File: src/rtl/ticktock_pkg.sv
// Shared constants and timestamp word layout for the tick/timestamp blocks.
package ticktock_pkg;

    localparam int unsigned TICK_LIMIT    = 124500000;
    localparam int unsigned SUB_WIDTH_DEF = $clog2(TICK_LIMIT);
    localparam int unsigned SEC_WIDTH_DEF = 32;

    typedef struct packed {
        logic [SEC_WIDTH_DEF-1:0] sec;
        logic [SUB_WIDTH_DEF-1:0] sub;
    } ts_t;

endpackage

File: src/rtl/tick_stamper_if.sv
// Valid/ready timestamp stream from the stamper to a downstream reporter.
interface tick_stamper_if import ticktock_pkg::*; #(
    parameter int unsigned SEC_WIDTH = SEC_WIDTH_DEF,
    parameter int unsigned SUB_WIDTH = SUB_WIDTH_DEF
);

    logic                 ts_valid;
    logic                 ts_ready;
    logic [SEC_WIDTH-1:0] ts_sec;
    logic [SUB_WIDTH-1:0] ts_sub;

    modport master (output ts_valid, output ts_sec, output ts_sub, input ts_ready);
    modport slave  (input ts_valid, input ts_sec, input ts_sub, output ts_ready);

endinterface

File: src/rtl/tick_stamper_sync_fifo.sv
// First-word-fall-through FIFO; a push into a full FIFO is accepted when a pop happens in the same cycle.
module sync_fifo #(
    parameter int unsigned WIDTH = 8,
    parameter int unsigned DEPTH = 4
) (
    input  logic             clk,
    input  logic             rst,
    input  logic             push_i,
    input  logic [WIDTH-1:0] data_i,
    input  logic             pop_i,
    output logic [WIDTH-1:0] data_o,
    output logic             full_o,
    output logic             empty_o
);

    localparam int unsigned AW = $clog2(DEPTH);

    logic [WIDTH-1:0] mem_q [DEPTH];
    logic [AW:0]      wr_q, wr_d;
    logic [AW:0]      rd_q, rd_d;
    logic             do_push;
    logic             do_pop;

    // Pointers carry one wrap bit so full and empty are distinguishable.
    always_comb begin
        empty_o = (wr_q == rd_q);
        full_o  = (wr_q[AW] != rd_q[AW]) && (wr_q[AW-1:0] == rd_q[AW-1:0]);
        do_pop  = pop_i && !empty_o;
        do_push = push_i && (!full_o || do_pop);
        wr_d    = do_push ? wr_q + 1'b1 : wr_q;
        rd_d    = do_pop  ? rd_q + 1'b1 : rd_q;
        data_o  = empty_o ? '0 : mem_q[rd_q[AW-1:0]];
    end

    always_ff @(posedge clk) begin
        if (rst) begin
            wr_q <= '0;
            rd_q <= '0;
        end else begin
            wr_q <= wr_d;
            rd_q <= rd_d;
        end
    end

    always_ff @(posedge clk) begin
        if (do_push) begin
            mem_q[wr_q[AW-1:0]] <= data_i;
        end
    end

endmodule

File: src/rtl/tick_stamper.sv
// Local {sec, sub} time base driven by tick pulses; timestamps synchronized event_in rising edges into a FIFO.
module tick_stamper import ticktock_pkg::*; #(
    parameter int unsigned SUB_WIDTH   = SUB_WIDTH_DEF,
    parameter int unsigned SEC_WIDTH   = SEC_WIDTH_DEF,
    parameter int unsigned DEPTH       = 4,
    parameter int unsigned SYNC_STAGES = 2
) (
    input  logic           clk,
    input  logic           rst,
    input  logic           tick,
    input  logic           event_in,
    input  logic           clr_ovf,
    output logic           overflow,
    tick_stamper_if.master ts
);

    typedef struct packed {
        logic [SEC_WIDTH-1:0] sec;
        logic [SUB_WIDTH-1:0] sub;
    } stamp_t;

    logic [SEC_WIDTH-1:0]   sec_q, sec_d;
    logic [SUB_WIDTH-1:0]   sub_q, sub_d;
    logic [SYNC_STAGES-1:0] sync_q, sync_d;
    logic                   edge_q;
    logic                   ovf_q, ovf_d;
    logic                   ev_edge;
    logic                   pop;
    logic                   drop;
    logic                   fifo_full;
    logic                   fifo_empty;
    stamp_t                 push_word;
    stamp_t                 head_word;

    // The captured word is the pre-update counter value, so a coincident tick stamps the old second.
    always_comb begin
        sync_d    = {sync_q[SYNC_STAGES-2:0], event_in};
        ev_edge   = sync_q[SYNC_STAGES-1] & ~edge_q;
        pop       = ts.ts_ready & ~fifo_empty;
        drop      = ev_edge & fifo_full & ~pop;
        push_word = '{sec: sec_q, sub: sub_q};

        sec_d = sec_q;
        sub_d = sub_q;
        if (tick) begin
            sub_d = '0;
            sec_d = sec_q + 1'b1;
        end else if (sub_q != '1) begin
            sub_d = sub_q + 1'b1;
        end

        ovf_d = ovf_q;
        if (drop) begin
            ovf_d = 1'b1;
        end else if (clr_ovf) begin
            ovf_d = 1'b0;
        end
    end

    always_ff @(posedge clk) begin
        if (rst) begin
            sec_q  <= '0;
            sub_q  <= '0;
            sync_q <= '0;
            edge_q <= 1'b0;
            ovf_q  <= 1'b0;
        end else begin
            sec_q  <= sec_d;
            sub_q  <= sub_d;
            sync_q <= sync_d;
            edge_q <= sync_q[SYNC_STAGES-1];
            ovf_q  <= ovf_d;
        end
    end

    sync_fifo #(
        .WIDTH ($bits(stamp_t)),
        .DEPTH (DEPTH)
    ) u_fifo (
        .clk     (clk),
        .rst     (rst),
        .push_i  (ev_edge),
        .data_i  (push_word),
        .pop_i   (ts.ts_ready),
        .data_o  (head_word),
        .full_o  (fifo_full),
        .empty_o (fifo_empty)
    );

    assign ts.ts_valid = ~fifo_empty;
    assign ts.ts_sec   = head_word.sec;
    assign ts.ts_sub   = head_word.sub;
    assign overflow    = ovf_q;

endmodule

File: src/flat_wrapper.sv
// flat-port wrapper written by rule: the top's interface ports become plain ports
module tick_stamper_flat import ticktock_pkg::*;
#(
    parameter int unsigned SUB_WIDTH   = SUB_WIDTH_DEF,
    parameter int unsigned SEC_WIDTH   = SEC_WIDTH_DEF,
    parameter int unsigned DEPTH       = 4,
    parameter int unsigned SYNC_STAGES = 2
)
  (clk, rst, tick, event_in, clr_ovf, overflow, ts_ts_valid, ts_ts_sec, ts_ts_sub, ts_ts_ready);
  tick_stamper_if #(.SEC_WIDTH(SEC_WIDTH), .SUB_WIDTH(SUB_WIDTH)) ts_i ();
  input  logic clk;
  input  logic rst;
  input  logic tick;
  input  logic event_in;
  input  logic clr_ovf;
  output logic overflow;
  output wire logic [$bits(ts_i.ts_valid)-1:0] ts_ts_valid;
  output wire logic [$bits(ts_i.ts_sec)-1:0] ts_ts_sec;
  output wire logic [$bits(ts_i.ts_sub)-1:0] ts_ts_sub;
  input wire logic [$bits(ts_i.ts_ready)-1:0] ts_ts_ready;
  assign ts_ts_valid = ts_i.ts_valid;
  assign ts_ts_sec = ts_i.ts_sec;
  assign ts_ts_sub = ts_i.ts_sub;
  assign ts_i.ts_ready = ts_ts_ready;
  tick_stamper #(.SUB_WIDTH(SUB_WIDTH), .SEC_WIDTH(SEC_WIDTH), .DEPTH(DEPTH), .SYNC_STAGES(SYNC_STAGES)) u_core (.clk(clk), .rst(rst), .tick(tick), .event_in(event_in), .clr_ovf(clr_ovf), .overflow(overflow), .ts(ts_i));
endmodule
File: config.mk
export PLATFORM = sky130hd
export DESIGN_NAME = tick_stamper_flat
export DESIGN_NICKNAME = d
export VERILOG_FILES = /design/src/rtl/ticktock_pkg.sv /design/src/rtl/tick_stamper_if.sv /design/src/rtl/tick_stamper_sync_fifo.sv /design/src/rtl/tick_stamper.sv /design/src/flat_wrapper.sv
export SDC_FILE = /design/constraint.sdc
export NUM_CORES = 1
export LEC_CHECK = 0
export ABC_AREA = 1
export CELL_PAD_IN_SITES_DETAIL_PLACEMENT = 1
export CELL_PAD_IN_SITES_GLOBAL_PLACEMENT = 1
export CORE_MARGIN = 2
export CORE_UTILIZATION = 51
export CTS_CLUSTER_DIAMETER = 80
export DETAILED_ROUTE_END_ITERATION = 10
export GPL_TIMING_DRIVEN = 0
export PLACE_DENSITY_LB_ADDON = 0.08
export SLEW_MARGIN = 0
export SYNTH_ARGS = -nofsm -noshare
export SYNTH_HDL_FRONTEND = slang
export SYNTH_SLANG_ARGS = --single-unit
File: constraint.sdc
create_clock -name clk -period 7 [get_ports clk]
set_clock_uncertainty 0.1 [all_clocks]
set_input_delay 2.1 -clock clk [delete_from_list [all_inputs] [get_ports clk]]
set_output_delay 2.1 -clock clk [all_outputs]
set_load 0.02 [all_outputs]
==> impl_metrics.toml <==
[sta]
timing_worst_slew_pin_value_ns = 0.7144
finalCritPeriodShare_pct = 76.37
fin_crit_ns = 5.346
final-setup-viol-count = 0
timing.final.max_slew_violations = 0
grt_setup_unrepaired = "no"
worst_slew_margin_rel_pct = 52.37
timing.hold.ws_ns = 0.3532
fmaxAchievable_mhz = 187.1
timing.final.hold_violations = 0

[routing]
initialDrtViolationCount = 617
drcViolationCount = 0
ant_nets = 0
drt_pre_antenna_iters = 5
routed-via-count = 9635
totalWireLength_um = 35770
post_drt_via_cell_ratio = 5.528
route.detailed.wl_per_inst_um = 20.52

[floorplanning]
floorplan.die.height_um = 163.7
core_region_area_um2 = 25110
initial_core_util_pct = 51.81
top_level_ports = 67
total_die_area_um2 = 26800
die_width_um = 163.7
fp-row-count = 58

[critical_path]
critical_path.endpoint_type = "output pin"
category_of_the_critical_setup_timing_path = "flip-flop to output pin"
worstPathMaxFanout = 10
most_used_cell_cp = "clkbuf_1"
critical-path-max-stage-delay_ns = 0.59
setup.worst_path.start_class = "flip-flop"
worst_path_dominant_cell_family = "buffers and inverters"
worst_path_max_delay_cell = "clkbuf_1"
data_arrival_time_of_the_critical_path_ns = 3.15
worst-endpoint-required_ns = 4.80
worstPathCellList = "buf_2, clkbuf_1, clkbuf_1, o32ai_1, nand2_1, inv_1, clkdlybuf4s50_1"
bufs_and_invs_on_worst_path = 5

[clock_tree]
cts_tree = "built"
cts_post_setup_buffers_inserted = 0
worst_setup_hold_path_clk_slew_ns = 0.06
clock_insertion_delay_at_the_later_pin_of_the_skew_report_ns = 0.51
cts.root.buffer_cell = "clkbuf_16"
cts.htree.levels = 2
cts-buffers-inserted = 34
hold_buffers = 0
max-clock-path-buffers = 3
clock_sinks = 307
ctsResizeCount = 0

[synthesis]
synth_cells = 1278
synth_async_sr_flop_share_pct = 0
mappedNetlistArea_um2 = 13010
syn_nets = 1291
ys_seq_elements = 307
synth_ff_type = "edfxtp_1"
yosysSeqAreaShare_pct = 65.40
synth-edff-count = 236
synth_warnings = 0
yosys.cell_types.count = 34
synthesis.area_per_instance_um2 = 10.18

[cells_and_area]
area_growth_syn_to_layout_pct = 18.13
layout.nets = 1400
nFillCells = 2733
antenna-diode-count = 0
final_util_pct = 61.20
post-route-cell-area_um2 = 15370
fraction_of_layout_cells_with_a_size_suffix_above_1_pct = 7.289

[grt]
largest_net_degree_at_the_start_of_global_routing = 28
grt_pass1_vias = 10470
remaining_global_route_overflow = 0
global_route.usage.total_pct = 27.46
global_route_wire_length_before_repair_um = 56170
grt_antenna_before_repair = 0

[run_status]
status = "finished, final reports clean"

[placement]
placedInstanceArea_um2 = 14260
portBuffers = 65
gp_congestion = 0.8121
hpwl_after_dpl_um = 23890

[power_and_ir_drop]
p_leak_uw = 0.005982
cellPowerDensity_nw_per_um2 = 295.3
power.ir.vdd_worst_mv = 0.2103

[min_path]
hold_path_class = "flip-flop to flip-flop"

[job]
drv_cap = 0
report_power, final:
part | internal (uW) | switching, uW
Sequential | 1960 | 11.8
Combinational | 302 | 520
Clock | 1030 | 715
Total | 3290 | 1250
registers in the layout, summed over array words and instances (netlist names), named ones only:
signal and flops:
u_core.u_fifo.mem_q 236, u_core.sec_q 32, u_core.sub_q 27, u_core.u_fifo.rd_q 3, u_core.u_fifo.wr_q 3, u_core.sync_q 2, u_core.edge_q 1, u_core.overflow 1
cell usage in the layout (no fill, tap or decap), types with 12 or more instances in the layout:
cell	Yosys	routed
a21oi_1	27	27
buf_2	14	14
clkbuf_1	33	40
clkbuf_16	0	37
clkdlybuf4s50_1	0	65
dfxtp_1	71	71
edfxtp_1	236	236
inv_1	132	132
nand2_1	211	211
nand3_1	44	44
nand4_1	14	14
nor2_1	281	277
nor2_2	13	13
nor3_1	12	12
o21ai_0	71	71
o32ai_1	59	59
xnor2_1	12	12
worst register-to-register path: stages, from the launching register on:
cell and delay, ns:
dfxtp_1 0.44, xor2_1 0.18, a21oi_1 0.09, nand2_1 0.14
nand2_1 0.32, nor2_4 0.53, buf_12 0.27, buf_12 0.24
worst paths after layout:
path	to	depth (start not counted)	from	slack (ns)
max	ts_ts_sec[27]	7	flip-flop	1.65
max reg2reg	u_core.u_fifo.mem_q[0][23]$_DFFE_PP_	7	u_core.u_fifo.wr_q[0]$_SDFFE_PP0P_	4.35
min	u_core.sync_q[1]$_SDFF_PP0_	2	u_core.sync_q[0]$_SDFF_PP0_	0.35
min reg2reg	u_core.sync_q[1]$_SDFF_PP0_	2	u_core.sync_q[0]$_SDFF_PP0_	0.35
cell type report:
| type | count | area, um2 | share of cell area (%) |
|---|---|---|---|
| flip-flops and latches | 307 | 8508 | 55.37 |
| multi-input cells | 783 | 3784 | 24.62 |
| clock buffers | 50 | 1035 | 6.733 |
| repair buffers | 73 | 810.8 | 5.276 |
| inverters | 135 | 511.7 | 3.330 |
| well taps | 330 | 412.9 | 2.687 |
| plain buffers | 53 | 235.2 | 1.531 |
| clock inverters | 12 | 70.07 | 0.4560 |
Yosys cell counts, types with 12 or more instances:
library cell	instances	area share, %
nor2_1	281	8.1
nand2_1	211	6.1
o21ai_0	71	2.7
dfxtp_1	71	11
xnor2_1	12	0.81
nand3_1	44	1.7
nand4_1	14	0.67
nor3_1	12	0.46
inv_1	132	3.8
o32ai_1	59	4.0
nor2_2	13	0.63
edfxtp_1	236	54
a21oi_1	27	1.0
clkbuf_1	33	0.95
buf_2	14	0.54
logic make-up after synthesis:
group | after synthesis | share of synthesized area, %
simple gates | 595 | 18.92
xor+xnor | 17 | 1.145
fa+ha+maj | 7 | 0.6732
compound gates | 164 | 8.118
buf+inv | 188 | 5.742
flops | 307 | 65.40
stage by stage:
step | power (uW) | worst slack (ns) | instances | setup TNS [ns]
after floorplan | 2466 | 1.540 | 1278 | 0
after global placement | 2804 | -1.390 | 1673 | -287.82
after detailed placement | 2832 | 2.255 | 1681 | 0
after CTS | 4566 | 1.672 | 1743 | 0
after global routing | 4701 | 1.529 | 1743 | 0
final | 4539 | 1.654 | 1743 | 0
layer usage:
metal	wire [um]	part of all wire (%)	up-vias	GRT usage [%]
met5	0	0	-	0
met4	840	2.3	0	8.892
met3	1271	3.6	54	4.040
met2	19220	54	195	52.01
met1	14440	40	4829	31.74
li1	-	-	4557	-
Power figures use the tool's default switching activity.
